[config.mk]
export PLATFORM = sky130hd
export DESIGN_NAME = seg_share_arbiter
export DESIGN_NICKNAME = d
export VERILOG_FILES = /design/src/rtl/seg_pkg.sv /design/src/rtl/level_to_seg.sv /design/src/rtl/seg_share_arbiter.sv
export SDC_FILE = /design/constraint.sdc
export NUM_CORES = 1
export LEC_CHECK = 0
export ABC_AREA = 1
export CELL_PAD_IN_SITES_DETAIL_PLACEMENT = 1
export CELL_PAD_IN_SITES_GLOBAL_PLACEMENT = 2
export CORE_MARGIN = 2
export CORE_UTILIZATION = 32
export CTS_BUF_LIST = sky130_fd_sc_hd__clkbuf_8 sky130_fd_sc_hd__clkbuf_16
export CTS_CLUSTER_SIZE = 30
export DETAILED_ROUTE_END_ITERATION = 8
export GPL_TIMING_DRIVEN = 0
export PLACE_DENSITY = 0.92
export SLEW_MARGIN = 20
export SYNTH_ARGS = -nofsm -noshare
export SYNTH_HDL_FRONTEND = slang
export SYNTH_SLANG_ARGS = --single-unit
[constraint.sdc]
create_clock -name clk_2 -period 3.3 [get_ports clk_2]
set_input_delay 0.66 -clock clk_2 [delete_from_list [all_inputs] [get_ports clk_2]]
set_output_delay 0.66 -clock clk_2 [all_outputs]
set_load 0.005 [all_outputs]
[src/rtl/seg_pkg.sv]
// Shared types and 7-segment constants for the arbitrated SEG path.
package seg_pkg;

  typedef enum logic [1:0] {OWN_NONE, OWN_A, OWN_B} owner_t;
  typedef enum logic [1:0] {IDLE, GNT_A, GNT_B} state_t;
  typedef logic [1:0] level_t;

  localparam logic [7:0] APAGADO = 8'h00;
  localparam logic [7:0] ZERO    = 8'h3F;
  localparam logic [7:0] UM      = 8'h06;
  localparam logic [7:0] DOIS    = 8'h5B;

  function automatic logic [7:0] encode_level(input level_t level);
    logic [7:0] pattern;
    case (level)
      2'b01:   pattern = ZERO;
      2'b10:   pattern = UM;
      2'b11:   pattern = DOIS;
      default: pattern = APAGADO;
    endcase
    return pattern;
  endfunction

endpackage

[src/rtl/level_to_seg.sv]
// Combinational 2-bit sensor level to 7-segment pattern encoder.
module level_to_seg
  import seg_pkg::*;
(
  input  level_t     level,
  output logic [7:0] pattern
);

  assign pattern = encode_level(level);

endmodule

[src/rtl/seg_share_arbiter.sv]
// Round-robin arbiter sharing one 7-segment display between sensors A and B,
// with a minimum hold per grant and a registered segment pattern.
module seg_share_arbiter
  import seg_pkg::*;
#(
  parameter int NBITS_SEG   = 8,
  parameter int HOLD_CYCLES = 4
) (
  input  logic                 clk_2,
  input  logic                 rst_n,
  input  logic                 req_a,
  input  logic                 req_b,
  input  logic [1:0]           sensor_a,
  input  logic [1:0]           sensor_b,
  output logic [NBITS_SEG-1:0] seg,
  output logic                 gnt_a,
  output logic                 gnt_b,
  output logic                 busy,
  output logic [7:0]           nswitch
);

  localparam int CW = $clog2(HOLD_CYCLES + 1);
  localparam logic [CW-1:0] HOLD_LAST = CW'(HOLD_CYCLES - 1);

  state_t         state, next_state;
  owner_t         last_owner;
  logic [CW-1:0]  hold_cnt;
  level_t         sel_level;
  logic [7:0]     sel_pattern;
  logic [NBITS_SEG-1:0] seg_next;
  logic           grant_start;

  always_comb begin
    next_state = state;
    case (state)
      IDLE: begin
        if (req_a && req_b)
          next_state = (last_owner == OWN_A) ? GNT_B : GNT_A;
        else if (req_a)
          next_state = GNT_A;
        else if (req_b)
          next_state = GNT_B;
      end
      GNT_A: begin
        if (!req_a)
          next_state = req_b ? GNT_B : IDLE;
        else if (req_b && hold_cnt == HOLD_LAST)
          next_state = GNT_B;
      end
      GNT_B: begin
        if (!req_b)
          next_state = req_a ? GNT_A : IDLE;
        else if (req_a && hold_cnt == HOLD_LAST)
          next_state = GNT_A;
      end
      default: next_state = IDLE;
    endcase
  end

  assign grant_start = (next_state != state) && (next_state != IDLE);

  // The pattern is taken from whoever will own the display after this edge.
  always_comb begin
    sel_level = 2'b00;
    if (next_state == GNT_A)
      sel_level = sensor_a;
    else if (next_state == GNT_B)
      sel_level = sensor_b;
  end

  level_to_seg u_level_to_seg (
    .level   (sel_level),
    .pattern (sel_pattern)
  );

  always_comb begin
    seg_next = NBITS_SEG'(sel_pattern);
    if (next_state == IDLE)
      seg_next = NBITS_SEG'(APAGADO);
  end

  always_ff @(posedge clk_2 or negedge rst_n) begin
    if (!rst_n) begin
      state      <= IDLE;
      last_owner <= OWN_B;
      hold_cnt   <= '0;
      nswitch    <= 8'd0;
      seg        <= '0;
    end else begin
      state <= next_state;
      seg   <= seg_next;
      if (grant_start) begin
        hold_cnt   <= '0;
        nswitch    <= nswitch + 8'd1;
        last_owner <= (next_state == GNT_A) ? OWN_A : OWN_B;
      end else if (next_state == IDLE) begin
        hold_cnt <= '0;
      end else if (hold_cnt != HOLD_LAST) begin
        hold_cnt <= hold_cnt + 1'b1;
      end
    end
  end

  assign gnt_a = (state == GNT_A);
  assign gnt_b = (state == GNT_B);
  assign busy  = gnt_a | gnt_b;

endmodule

## After elaboration in Yosys (flattened, before gate mapping)

Index checks and enable logic that the tools add are counted.
W data, S select, Z words.

- Add/subtract/negate cells: 2
- Equality and inequality tests: 11
- Muxes and demuxes: 19
- Bitwise logic cells: 1
- Reduce and logical (&&, ||, !) cells: 8

Operators with widths:

| cell | number |
|---|---|
| $mux W2 | 12 |
| $pmux W7 S3 | 1 |
| $mux W3 | 3 |
| $add A8 B1 Y8 const B | 1 |
| $eq A2 B1 Y1 const B | 4 |
| $eq A2 B2 Y1 const B | 4 |
| $mux W8 | 1 |
| $pmux W2 S3 | 1 |
| $logic_and A1 B1 Y1 | 4 |
| $logic_not A2 Y1 | 2 |
| $add A3 B1 Y3 const B | 1 |
| $eq A3 B2 Y1 const B | 1 |
| $ne A3 B2 Y1 const B | 1 |
| $reduce_bool A3 Y1 | 1 |
| $ne A2 B2 Y1 | 1 |
| $reduce_bool A2 Y1 | 1 |
| $mux W1 | 1 |
| $or A1 B1 Y1 | 1 |

- Register bits after elaboration: 23
- Input bits: 8
- Output and inout port bits: 19

## Logic depth before layout (Yosys ltp)

- Depth in word-level cells: 11
- Gate-level depth with buffers: 16
- Depth with buffers taken out: 15

## Hierarchy

A second synthesis with hierarchy kept.

- Cell total of the unflattened synthesis: 170
- Area, all modules: 1473.9 sq um

Modules (own cells, without submodules):

| module | instances | cells each | area an instance (sq um) | seq. area each (sq um) |
|---|---|---|---|---|
| seg_share_arbiter | 1 | 157 | 1378.8 | 576.8 |
| level_to_seg | 1 | 13 | 95.1 | 0.0 |

## Least setup slack after synthesis

No wires, ideal clock.

- Path kind: flip-flop to flip-flop
- Start: register hold_cnt[0]
- End: register seg[2]
- Data arrival time: 1862 ps
- Slack: 1324 ps
- Stages on the path, launching flop included: 16
- Buffers on the path: 1
- Clock period less this slack: 1976 ps
- Cells stage by stage: dfrtp_1 -> ha_1 -> ha_1 -> buf_6 -> nand2_1 -> inv_1 -> nor2_1 -> a21oi_2 -> nand2_2 -> nand2_4 -> nor2_1 -> nand2_1 -> nand2_1 -> ha_1 -> inv_1 -> nor2_1

- Longest elaborated chain between the ends: 11

Ends and longest elaborated chain:

| element | RTL line | text |
|---|---|---|
| start: declaration | seg_share_arbiter.sv:27 | `logic [CW-1:0] hold_cnt;` |
| start signal: assignment | seg_share_arbiter.sv:99 | `hold_cnt <= hold_cnt + 1'b1;` |
| $eq A3 B2 Y1 * | seg_share_arbiter.sv:47, seg_share_arbiter.sv:53 |  |
| $logic_and A1 B1 Y1, on equally long branches | seg_share_arbiter.sv:53, seg_share_arbiter.sv:47 |  |
| $mux W2, on equally long branches | seg_share_arbiter.sv:53, seg_share_arbiter.sv:47 |  |
| $mux W2, on equally long branches | seg_share_arbiter.sv:51, seg_share_arbiter.sv:45 |  |
| $pmux W2 S3 * | seg_share_arbiter.sv:35 | `case (state)` |
| $eq A2 B2 Y1 | seg_share_arbiter.sv:67 | `else if (next_state == GNT_B)` |
| $mux W2 | seg_share_arbiter.sv:67 |  |
| $mux W2 | seg_share_arbiter.sv:65 | `if (next_state == GNT_A)` |
| $eq A2 B2 Y1 or $eq A2 B1 Y1 (tied branches) | seg_pkg.sv:15 | `case (level)` |
| $pmux W7 S3 | seg_pkg.sv:15 |  |
| $mux W8 * | seg_share_arbiter.sv:78 | `if (next_state == IDLE)` |
| via seg_next[2] | seg_share_arbiter.sv:30 | `logic [NBITS_SEG-1:0] seg_next;` |
| end signal: assignment | seg_share_arbiter.sv:91 | `seg <= seg_next;` |
| end: declaration | seg_share_arbiter.sv:15 | `output logic [NBITS_SEG-1:0] seg,` |

The timed path passes the listed nets; every way through them passes the cells marked *.
A chain may end at the register's enable or synchronous reset.

## Worst setup path in the final report

- Start: input port req_b
- End: register seg[2]

- Longest elaborated chain between the ends: 10

Ends and longest elaborated chain:

| element | RTL line | text |
|---|---|---|
| start: declaration | seg_share_arbiter.sv:12 | `input logic req_b,` |
| $mux W2 or $logic_and A1 B1 Y1 (tied branches) | seg_share_arbiter.sv:41, seg_share_arbiter.sv:47 |  |
| $mux W2, on equally long branches | seg_share_arbiter.sv:39, seg_share_arbiter.sv:47 |  |
| $mux W2, on equally long branches | seg_share_arbiter.sv:37, seg_share_arbiter.sv:45 |  |
| $pmux W2 S3 * | seg_share_arbiter.sv:35 |  |
| via next_state[0] | seg_share_arbiter.sv:25 | `state_t state, next_state;` |
| $eq A2 B2 Y1 | seg_share_arbiter.sv:67 |  |
| $mux W2 | seg_share_arbiter.sv:67 |  |
| $mux W2 | seg_share_arbiter.sv:65 |  |
| $eq A2 B2 Y1 or $eq A2 B1 Y1 (tied branches) | seg_pkg.sv:15 |  |
| $pmux W7 S3 | seg_pkg.sv:15 |  |
| $mux W8 * | seg_share_arbiter.sv:78 |  |
| via seg_next[2] | seg_share_arbiter.sv:30 |  |

Marks and branches as above.

==> results.md <==
* Status: completed
* Die width at between 60 and 70 µm
* Syn nets at around 170
* Dpl cells at 229
* Critical path arrival at approximately 2.5 ns
* GRT Residual Overflow at 0
* Final Hold Vio Count at 0
* Final Max Tran Viols at 0
* Post-route cell area at 1680 µm²
* FMAX at approximately 420 MHz
* CTS Sinks at 20
* R2r endpoint: seg[2]
* Register bit total from synthesis at 20
* Initial antenna violation count at 0
* DP HPWL at approximately 2.3 mm
* Worst Setup EP: seg[2]
* Clock-pin slew on the worst setup and hold paths at around 0.080 ns
* WL per Instance at between 10 and 15 µm
* Fin crit period at 2.37 ns
* CP Launch Point: req_b
* Seq/Total Area, Yosys at approximately two fifths
* Crit end category: flip-flop
* Setup bufs post-CTS at 0
* Vias in the first global route at ~1100
* Overall Power at 1.53 mW
* Most common cell after layout, fill and taps aside: nand2_1
* Syn_area_per_cell at between 8 and 9 µm²
* CTS H-Tree Depth at 1
* Vias at ~1000
* PortBufs at 25
* CTS Buffer Depth at 2
* Netlist cell types at 24
* Num CTS Buffers at 3
* Least-Margin Pin Slew at 0.911 ns
* Worst-case hold slack at 0.505 ns
* FF-to-FF Start: hold_cnt[0]
* IO Count at 27
* Antenna Cells at 0
* Syn Inst Count at between 150 and 200
* Final Setup Violations at 0
* CP max FO at 7
* Share of post-route cells with drive strength above 1 at between 10% and 20%
* Worst-Skew Late Latency at between 0.2 and 0.3 ns
* Core Rows at 23
* Post-Syn Area at around 1300 µm²
* Drt initial violations at 62
* Leakage at 0.851 nW
* Yosys Warn Count at 0
* Area delta synth->final at 28.0%
* Resize count post-CTS at 0
* Reg2Reg Setup Slack at approximately 1.1 ns
* Global placement routability congestion at between 0.7 and 0.8
* Hold_buf cts at 0
* Root buffer selected by CTS: clkbuf_8
* PwrDens at around 910 nW/µm²
* WL final at 2.89 mm
* Die height at about 68 µm
* Rel. slew slack at between 30% and 40%
* Setup TNS at 0 ns
* CP Class: input port to flip-flop
* Peak supply drop at between 0.4 and 0.5 mV
* Hold Path Class: flip-flop to flip-flop
* Startpoint types: input port
* RSZ-0062 raised after global routing: false
* DIE AREA at 4630 µm²
* Non-Filler Instances at 233
* First-pass GRT wire length at ~5 mm
* Hold path cells at 2
* Largest net degree at the start of global routing at 21
* Worst r2r path cells at 15
* CTS tree: done
* Layout Nets at about 200
* Setup Skew at between 0.005 and 0.006 ns
* Routed Antenna Nets at 0
* Commonest non-fill, non-tap cells in the layout: nand2_1 (36), clkdlybuf4s50_1 (25), dfrtp_1 (19)
* Drc violations at 0
* Tot GR Track Use at roughly 15%
* Vias/cell at approximately 4.5
* Filler instances at between 400 and 500
* Part of the cycle the worst path needs at slightly above 70%
* Initial Util at about 33%
* Worst endpoint required time at about 3.5 ns
* Max Cap Violations at 0
* Initial DRT Pass Iterations at 4
* Post-DP Area at 1630 µm²
* Core Area at roughly 4000 µm²
[cell type report]
type	count	area, µm²	area share, %
Buffer	6	65.1	3.87
Inverter	19	71.3	4.24
Sequential cell	20	502	29.8
Tap cell	50	62.6	3.72
Clock buffer	4	55.1	3.27
Multi-Input combinational cell	109	676	40.2
Timing Repair Buffer	25	250	14.9
[cell families (layout without fill, tap and decap cells)]
logic type,after synthesis,after routing,share of synthesized area (%)
mux,1,1,0.762
flops,20,20,38.2
other cells,1,1,0.285
compound gates,3,3,1.43
buf+inv,25,54,10.4
xor+xnor,7,7,4.67
simple gates,87,87,34.8
fa+ha+maj,10,10,9.52
[synth_stat cells]
cell type	number	area share (%)
nor2_2	1	0.48
nand3_1	13	5.0
a21oi_1	1	0.38
nand4_1	1	0.48
clkinv_1	1	0.29
buf_4	3	1.7
nand2_4	3	2.6
conb_1	1	0.29
o21ai_0	1	0.38
mux2i_1	1	0.76
a21oi_2	1	0.67
nor2_1	15	4.3
xor2_1	4	2.7
dfrtp_1	19	36
nand3_2	11	8.4
dfstp_2	1	2.0
xnor2_1	3	2.0
buf_6	2	1.7
nand2_2	7	3.3
buf_12	1	1.5
nand2_1	36	10
ha_1	10	9.5
inv_2	2	0.57
inv_1	16	4.6
[power by group]
part | internal, mW | leakage (nW) | switching (mW) | total, mW
Sequential | 0.330 | 0.263 | 0.0730 | 0.402
Clock | 0.106 | 0.0288 | 0.0781 | 0.184
Combinational | 0.412 | 0.559 | 0.533 | 0.945
Total | 0.847 | 0.851 | 0.684 | 1.53
[sequential cells by signal (all words and copies together) (netlist names)]
| signal | cells |
|---|---|
| hold_cnt | 3 |
| state | 2 |
| nswitch | 8 |
| last_owner | 2 |
| seg | 5 |
[metal layers]
metal | part of all wire, % | up-vias | global-route usage (%)
li1 | - | 529 | -
met1 | 44 | 503 | 18.8
met2 | 52 | 15 | 25.0
met3 | 3.4 | 2 | 3.13
met4 | 0.66 | 0 | 3.75
met5 | 0 | - | 0
[worst min-delay path by stage]
stage                               end  slack (ns)          start
final                     last_owner[1]        0.51  last_owner[1]
after global routing      last_owner[1]        0.52  last_owner[1]
after CTS                 last_owner[1]        0.51  last_owner[1]
after detailed placement  last_owner[1]        0.48  last_owner[1]
after global placement    last_owner[1]        0.47  last_owner[1]
after floorplan             hold_cnt[0]        0.36          rst_n
[critical path, cell delays in order]
cell and delay, ns:
clkdlybuf4s50_1 0.63, nor2_1 0.10, nor2_1 0.10, nand2_1 0.08, nand3_2 0.10, nand2_2 0.07
inv_1 0.15, nand3_1 0.12, nand2_1 0.14, ha_1 0.25, inv_1 0.07, nor2_1 0.05
[stage by stage]
stage	util [%]	worst slack, ns
final	42.3	0.932
after global routing	42.3	0.718
after CTS	42.3	0.936
after detailed placement	41.0	0.680
after global placement	41.0	0.754
after floorplan	-	1.32
Note: power is estimated with default switching activity, not from simulation.
